**config.mk**
```make
export PLATFORM = sky130hd
export DESIGN_NAME = udp_ingress_arbiter
export DESIGN_NICKNAME = d
export VERILOG_FILES = /design/src/rtl/udp_arb_pkg.sv /design/src/rtl/udp_ingress_arbiter_rr_pick.sv /design/src/rtl/udp_ingress_arbiter.sv
export SDC_FILE = /design/constraint.sdc
export NUM_CORES = 1
export LEC_CHECK = 0
export BUFFER_PORTS_ARGS = -buffer_cell sky130_fd_sc_hd__buf_2
export CAP_MARGIN = 40
export CORE_MARGIN = 2
export CORE_UTILIZATION = 31
export DETAILED_ROUTE_END_ITERATION = 8
export GPL_TIMING_DRIVEN = 0
export PLACE_DENSITY = 0.67
export SYNTH_ARGS = -nofsm -noshare
export SYNTH_HDL_FRONTEND = slang
export SYNTH_SLANG_ARGS = --single-unit
```
**constraint.sdc**
```tcl
create_clock -name clk -period 1.81 [get_ports clk]
set_input_delay 0.362 -clock clk [delete_from_list [all_inputs] [get_ports clk]]
set_output_delay 0.362 -clock clk [all_outputs]
set_load 0.01 [all_outputs]
```
**src/rtl/udp_arb_pkg.sv**
```systemverilog
// Shared types and constants for the UDP ingress arbiter.
package udp_arb_pkg;

   localparam int AXIS_DATA_W   = 32;
   localparam int ARB_MAX_PORTS = 16;

   typedef enum logic {
      ARB_IDLE = 1'b0,
      ARB_BUSY = 1'b1
   } arb_state_e;

endpackage

```
**src/rtl/udp_ingress_arbiter_rr_pick.sv**
```systemverilog
// Wrap-around priority search: first requester strictly after 'last',
// moving upward and wrapping modulo NUM_PORTS. Purely combinational.
module rr_pick
   import udp_arb_pkg::*;
#(
   parameter int NUM_PORTS = 4,
   parameter int PORT_W    = $clog2(NUM_PORTS)
) (
   input  logic [NUM_PORTS-1:0] req,
   input  logic [PORT_W-1:0]    last,
   output logic [PORT_W-1:0]    pick,
   output logic                 any
);

   // Scan from the farthest candidate down to last+1 so the nearest requester wins.
   always_comb begin
      pick = '0;
      any  = |req;
      for (int i = NUM_PORTS; i >= 1; i--) begin
         if (req[(int'(last) + i) % NUM_PORTS]) begin
            pick = PORT_W'((int'(last) + i) % NUM_PORTS);
         end
      end
   end

endmodule

```
**src/rtl/udp_ingress_arbiter.sv**
```systemverilog
// Packet-granular round-robin merge of NUM_PORTS AXI-Stream ingress lanes
// into one registered output stream tagged with the source port.
// Optional per-port completed-packet counters: define UDP_ARB_PKT_CNT_EN.
//
// state    | meaning
// ---------+---------------------------------------------------------------
// ARB_IDLE | no grant held; pick next requester after last_grant
// ARB_BUSY | grant held on port 'grant' until its tlast beat is accepted
module udp_ingress_arbiter
   import udp_arb_pkg::*;
#(
   parameter  int NUM_PORTS = 4,
   localparam int PORT_W    = $clog2(NUM_PORTS)
) (
   input  logic                             clk,
   input  logic                             rst_n,
   input  logic [NUM_PORTS*AXIS_DATA_W-1:0] s_axis_tdata,
   input  logic [NUM_PORTS-1:0]             s_axis_tvalid,
   input  logic [NUM_PORTS-1:0]             s_axis_tlast,
   output logic [NUM_PORTS-1:0]             s_axis_tready,
   output logic [AXIS_DATA_W-1:0]           m_axis_tdata,
   output logic                             m_axis_tvalid,
   output logic                             m_axis_tlast,
   output logic [PORT_W-1:0]                m_axis_tid,
   input  logic                             m_axis_tready
`ifdef UDP_ARB_PKT_CNT_EN
   ,
   output logic [NUM_PORTS*32-1:0]          pkt_cnt
`endif
);

   if (NUM_PORTS < 2 || NUM_PORTS > ARB_MAX_PORTS) begin : g_bad_num_ports
      $error("udp_ingress_arbiter: NUM_PORTS out of range");
   end

   arb_state_e              state_q, state_d;
   logic [PORT_W-1:0]       grant_q, grant_d;
   logic [PORT_W-1:0]       last_grant_q, last_grant_d;
   logic [AXIS_DATA_W-1:0]  m_data_q, m_data_d;
   logic                    m_valid_q, m_valid_d;
   logic                    m_last_q, m_last_d;
   logic [PORT_W-1:0]       m_tid_q, m_tid_d;

   logic [PORT_W-1:0]       pick;
   logic                    any_req;
   logic                    out_free;
   logic                    accept;
   logic                    beat_last;
   logic [AXIS_DATA_W-1:0]  beat_data;

   rr_pick #(
      .NUM_PORTS (NUM_PORTS),
      .PORT_W    (PORT_W)
   ) u_rr_pick (
      .req  (s_axis_tvalid),
      .last (last_grant_q),
      .pick (pick),
      .any  (any_req)
   );

   // Output slot can take a beat when empty or being drained this cycle.
   assign out_free  = !m_valid_q || m_axis_tready;
   assign beat_last = s_axis_tlast[grant_q];
   assign beat_data = s_axis_tdata[grant_q*AXIS_DATA_W +: AXIS_DATA_W];
   assign accept    = (state_q == ARB_BUSY) && s_axis_tvalid[grant_q] && out_free;

   // Only the granted port sees ready, and only while busy.
   always_comb begin
      s_axis_tready = '0;
      if (state_q == ARB_BUSY) begin
         s_axis_tready[grant_q] = out_free;
      end
   end

   // Next-state: grant on any request, release after the tlast beat.
   always_comb begin
      state_d      = state_q;
      grant_d      = grant_q;
      last_grant_d = last_grant_q;
      case (state_q)
         ARB_IDLE: begin
            if (any_req) begin
               grant_d = pick;
               state_d = ARB_BUSY;
            end
         end
         ARB_BUSY: begin
            if (accept && beat_last) begin
               last_grant_d = grant_q;
               state_d      = ARB_IDLE;
            end
         end
         default: state_d = ARB_IDLE;
      endcase
   end

   // Output register: load on accept, empty when drained, else hold.
   always_comb begin
      m_data_d  = m_data_q;
      m_valid_d = m_valid_q;
      m_last_d  = m_last_q;
      m_tid_d   = m_tid_q;
      if (accept) begin
         m_data_d  = beat_data;
         m_last_d  = beat_last;
         m_tid_d   = grant_q;
         m_valid_d = 1'b1;
      end else if (m_axis_tready) begin
         m_valid_d = 1'b0;
      end
   end

   // State and output registers.
   always_ff @(posedge clk or negedge rst_n) begin
      if (!rst_n) begin
         state_q      <= ARB_IDLE;
         grant_q      <= '0;
         last_grant_q <= '0;
         m_data_q     <= '0;
         m_valid_q    <= 1'b0;
         m_last_q     <= 1'b0;
         m_tid_q      <= '0;
      end else begin
         state_q      <= state_d;
         grant_q      <= grant_d;
         last_grant_q <= last_grant_d;
         m_data_q     <= m_data_d;
         m_valid_q    <= m_valid_d;
         m_last_q     <= m_last_d;
         m_tid_q      <= m_tid_d;
      end
   end

   assign m_axis_tdata  = m_data_q;
   assign m_axis_tvalid = m_valid_q;
   assign m_axis_tlast  = m_last_q;
   assign m_axis_tid    = m_tid_q;

`ifdef UDP_ARB_PKT_CNT_EN
   logic [NUM_PORTS*32-1:0] cnt_q, cnt_d;

   // Count a completed packet on its accepted tlast beat; wraps naturally.
   always_comb begin
      cnt_d = cnt_q;
      if (accept && beat_last) begin
         cnt_d[grant_q*32 +: 32] = cnt_q[grant_q*32 +: 32] + 32'd1;
      end
   end

   // Counter register, cleared only by reset.
   always_ff @(posedge clk or negedge rst_n) begin
      if (!rst_n) begin
         cnt_q <= '0;
      end else begin
         cnt_q <= cnt_d;
      end
   end

   assign pkt_cnt = cnt_q;
`endif

endmodule

```
; ---- After elaboration in Yosys (flattened, before gate mapping)
; Index checks and enable logic that the tools add are counted.
[word_totals]
output_inout_bits = 40
input_bits = 139
wordCells = 66
reg_bits = 41
[classes]
shifts = 1
magnitude_cmp = 6
n_reduce_logical = 14
n_mux = 28
bitwise = 6
n_addsub = 4
[ops]
columns = operator, n
row1 = 128-bit by 8-bit indexed part select with 32-bit output, 1
row2 = "3-bit by 4-bit < comparator with 1-bit output, second input constant", 4
row3 = 1-bit 2-to-1 mux, 15
row4 = 1-bit binary-select mux with 2-bit select, 6
row5 = 2-bit 2-to-1 mux, 4
row6 = 2-bit OR reduction, 4
row7 = "2-bit by 1-bit adder with 2-bit output, second input constant", 2
row8 = "2-bit adder, second input constant", 2
row9 = "1-bit AND, first input constant", 4
row10 = 4-bit AND, 1
row11 = 1-bit logical AND, 4
row12 = 4-bit 2-to-1 mux, 1
row13 = 2-bit AND reduction, 2
row14 = 4-bit OR reduction, 1
row15 = "2-bit by 3-bit < comparator with 1-bit output, second input constant", 1
row16 = 1-bit demux with 2-bit select, 1
row17 = "2-bit by 1-bit >= comparator with 1-bit output, second input constant", 1
row18 = 1-bit one-hot mux with 2 select lines, 1
row19 = 2-bit nonzero test, 1
row20 = 1-bit zero test, 1
row21 = 1-bit logical OR, 1
row22 = 1-bit NOT, 1

; ---- Logic depth before layout (Yosys ltp)
[depth]
word_depth = 10
depth_mapped = 5
ltp_nobuf = 4

; ---- Modules after synthesis
; Synthesis repeated with hierarchy kept, for this count alone.
[unflattened]
cells_unflattened = 155
area_unflattened_um2 = 2593.7
[by_module_without_submodules]
columns = module, area_per_inst_um2, cells_each, instances, seq_area_each_um2
row1 = udp_ingress_arbiter, 2502.4, 141, 1, 1026.0
row2 = rr_pick, 91.3, 14, 1, 0.0

; ---- Least setup slack after synthesis
; No wires, ideal clock.
[synth_timing]
path_type = register to register
start = register grant_q[0]
end = register m_data_q[0], in the netlist m_axis_tdata[0]
period_less_slack_ns = 1.728
t_required_ns = 1.685
arrival_time_ns = 1.603
setup_ns = 0.125
path_slack_ns = 0.082
stages_incl_launch_ff = 5
path_cell_list = dfrtp_1 mux4_2 nand3_4 buf_6 mux2_4
[synth_between]
elab_chain_len = 4
word_cells_on_any_way = 5
[synth_rtl]
columns = item, line_no
row1 = from (decl), udp_ingress_arbiter.sv:37  ; logic [PORT_W-1:0] grant_q, grant_d;
row2 = from (signal assigned), udp_ingress_arbiter.sv:125  ; grant_q <= grant_d;
row3 = "parallel branches: the longest is 4 deep, another holds 128-bit by 8-bit indexed part select with 32-bit output", --
row4 = to (signal assigned), udp_ingress_arbiter.sv:127  ; m_data_q <= m_data_d;
row5 = to (decl), udp_ingress_arbiter.sv:39  ; logic [AXIS_DATA_W-1:0] m_data_q, m_data_d;
; Several ways; the timed one is not identified. The select of a mux whose other input is x is not followed.
; A chain may end at the register's enable or synchronous reset.

; ---- Worst setup path in the final report
[layout_timing]
start = register grant_q[0]
end = register m_data_q[19], in the netlist m_axis_tdata[19]
; Same word-level chain as after synthesis.

==> metrics.txt <==
status=finished clean; antenna diode instance count=0; Worst Setup Start Kind=register; slowest stage delay, CP=570 ps; share of cells above drive strength 1=78.8%; Synth Cell Area=2570 um^2; Mapped Nets=297; crit-path max FO=10; CP Class=reg2reg; Synth area leader=dfrtp_1; FP Rows=33; final hold violation count=0; # setup viols final=0; max-cap viol count=0; CTS buffer count=5; fin area=3800 um^2; Req. time, crit path=1990 ps; clk_skew=7.07 ps; CTS max path bufs=2; FF+latch count, synth=41; LEAKAGE=1.93 nW; Avg Cell Area, Syn=16.3 um^2; largest net degree at the start of global routing=23; CP Data Arrival Time=1910 ps; htree depth=2; DRC viols=0; vias in the first global route=2175; gr usage total=14.8%; drt wl/cell=15.2 um; worst-path cell chain=mux4_2 > nand3_4 > buf_6 > mux2_4; fin crit period=1730 ps; Die X=95.1 um; setup TNS=0 ps; area grow syn2layout=47.8%; area of placed instances=3620 um^2; latest clock arrival within the worst-skew pair=290 ps; Yosys cell types=24; Cells after Synth=158; CP endpoint kind=register; Pwr Density=1650 nW/um^2; grt ovf=0; RSZ-0062 raised after global routing=no; Worst path slowest cell=mux4_2; hold buffers post-CTS=0; vias per cell=4.85; delay-heaviest family, CP=multiplexers; Yosys top cell area share=39.9%; drt initial violations=46; max frequency=577 MHz; fin crit share=95.8%; CTS tree=built; Slew headroom=65.0%; FF-to-FF path depth=4; via count=2201; Tightest Pin Transition=526 ps; first-pass GRT wire length=10200 um; CTS Sinks=41; CP Buf/Inv Count=1; Max rail drop VDD=0.561 mV; sequential share of the synthesized area=39.9%; Core ar.=8130 um^2; FFs w/ async S/R, synth=100%; worst hold path type=in2async; Warnings, synthesis=0; I/O pin total=179; Final nets=488; final WL=6920 um; EDFF count, synth=0; antenna viol nets, final=0; Placer Congestion=0.824; IO Port Bufs=178; clk slew on worst S/H paths=80 ps; Initial Utilization=31.6%; DPL Wire Length=5610 um; Slew Limit Fails=0; Die Y=95.1 um; critical path depth in cells=4; Root Driver=clkbuf_8; full die area=9030 um^2; ys flop type=dfrtp_1; DRT Pass-1 Iters=4; initial antenna violation count=0; top post-synthesis cells by area=dfrtp_1 (40%), mux4_2 (30%), mux2_4 (15%)
==> layout by cell type (no fill, tap or decap) <==
cell	count
buf_2	179
dfrtp_1	40
mux4_2	34
mux2_4	26
mux2_2	9
nand2_1	8
buf_4	8
clkbuf_8	5
nand2b_1	4
nor2_1	4
a21oi_1	4
buf_8	3
buf_6	3
o21ai_0	3
inv_1	2
clkbuf_2	2
mux2i_1	2
nand3_1	1
nor3_2	1
nor3_1	1
nand4_1	1
a21o_1	1
nand3_4	1
a31oi_1	1
nor2b_1	1
o221ai_1	1
bufinv_16	1
clkinv_2	1
dfrtp_2	1
buf_16	1
==> path summary, 6_finish.rpt <==
path | from | endpoint | slack, ps
worst max-delay path | grant_q[0] | m_axis_tdata[19] | 80
worst min-delay path | rst_n | m_axis_tdata[14] | 40
worst max register to register | grant_q[0] | m_axis_tdata[19] | 80
worst min register to register | m_axis_tid[1] | m_axis_tid[1] | 500
max in group asynchronous | rst_n | grant_q[0] | 1280
min in group clk | s_axis_tvalid[2] | m_axis_tid[1] | 430
==> flip-flops by register name, indices dropped and copies added, names as in the netlist <==
| signal | flops |
|---|---|
| m_axis_tdata | 32 |
| state_q | 1 |
| m_axis_tvalid | 1 |
| m_axis_tid | 2 |
| last_grant_q | 2 |
| grant_q | 2 |
| m_axis_tlast | 1 |
==> synth_stat cells (2+ instances only) <==
library cell  count
nand2_1           8
mux2i_1           2
a21oi_1           4
buf_6             4
nor2_1            4
nand2b_1          4
nor3_1            2
o21ai_0           3
buf_2             3
inv_1             2
mux4_2           34
mux2_4           26
dfrtp_1          41
buf_4             2
clkbuf_1          2
mux2_2            9
==> area by class of cell <==
type / count / area, um^2
fill: 760 / 4340
clock buffer: 5 / 68.8
clock inverter: 2 / 35.0
multi-input combinational: 103 / 1460
sequential: 41 / 1030
tap: 105 / 131
buffer: 11 / 109
timing repair buffer: 185 / 963
inverter: 2 / 7.51
==> metal layers <==
layer | vias to the layer above | GRT usage, % | share of wire (%)
met5 | - | 0 | 0
met4 | 0 | 4.71 | 1.5
met3 | 8 | 3.40 | 7.9
met2 | 109 | 26.2 | 53
met1 | 1078 | 17.9 | 38
li1 | 1006 | - | -
==> metrics by stage <==
step | instances | util, % | total power, W | hold slack (ps) | worst slack, ps
after global routing | 454 | 46.7 | 0.00670 | 74.5 | 9.88
after global placement | 441 | 44.2 | 0.00537 | 460 | -168
after floorplan | 158 | - | 0.00440 | 66.4 | 82.0
after detailed placement | 442 | 44.5 | 0.00545 | 377 | -212
after CTS | 455 | 46.7 | 0.00636 | 57.6 | 8.69
final | 454 | 46.7 | 0.00626 | 44.3 | 76.3
==> kinds of logic (layout without fill, tap and decap cells) <==
logic type	after synthesis	count (layout)	synth area share (%)
AO/OA/AOI/OAI	10	10	2.24
buffers and inverters	14	205	3.65
flip-flops	41	41	39.9
multiplexers	71	71	49.7
AND/OR/NAND/NOR	22	22	4.48
==> repair_timing <==
item,CTS,global route
pin swaps,1,0
gates resized for setup,10,3
cloned,0,0
endpoints found under the setup margin,30,25
setup buffers,6,0
==> where the power goes <==
part	switching, W	internal (W)
clock	0.000322	0.000401
sequential	0.000271	0.00141
combinational	0.00156	0.00230
==> worst register-to-register path: stages (launching register included) <==
cell	delay, ps
dfrtp_2	410
mux4_2	570
nand3_4	140
buf_6	200
mux2_4	310
No activity file was read; power rests on OpenSTA's default activity.
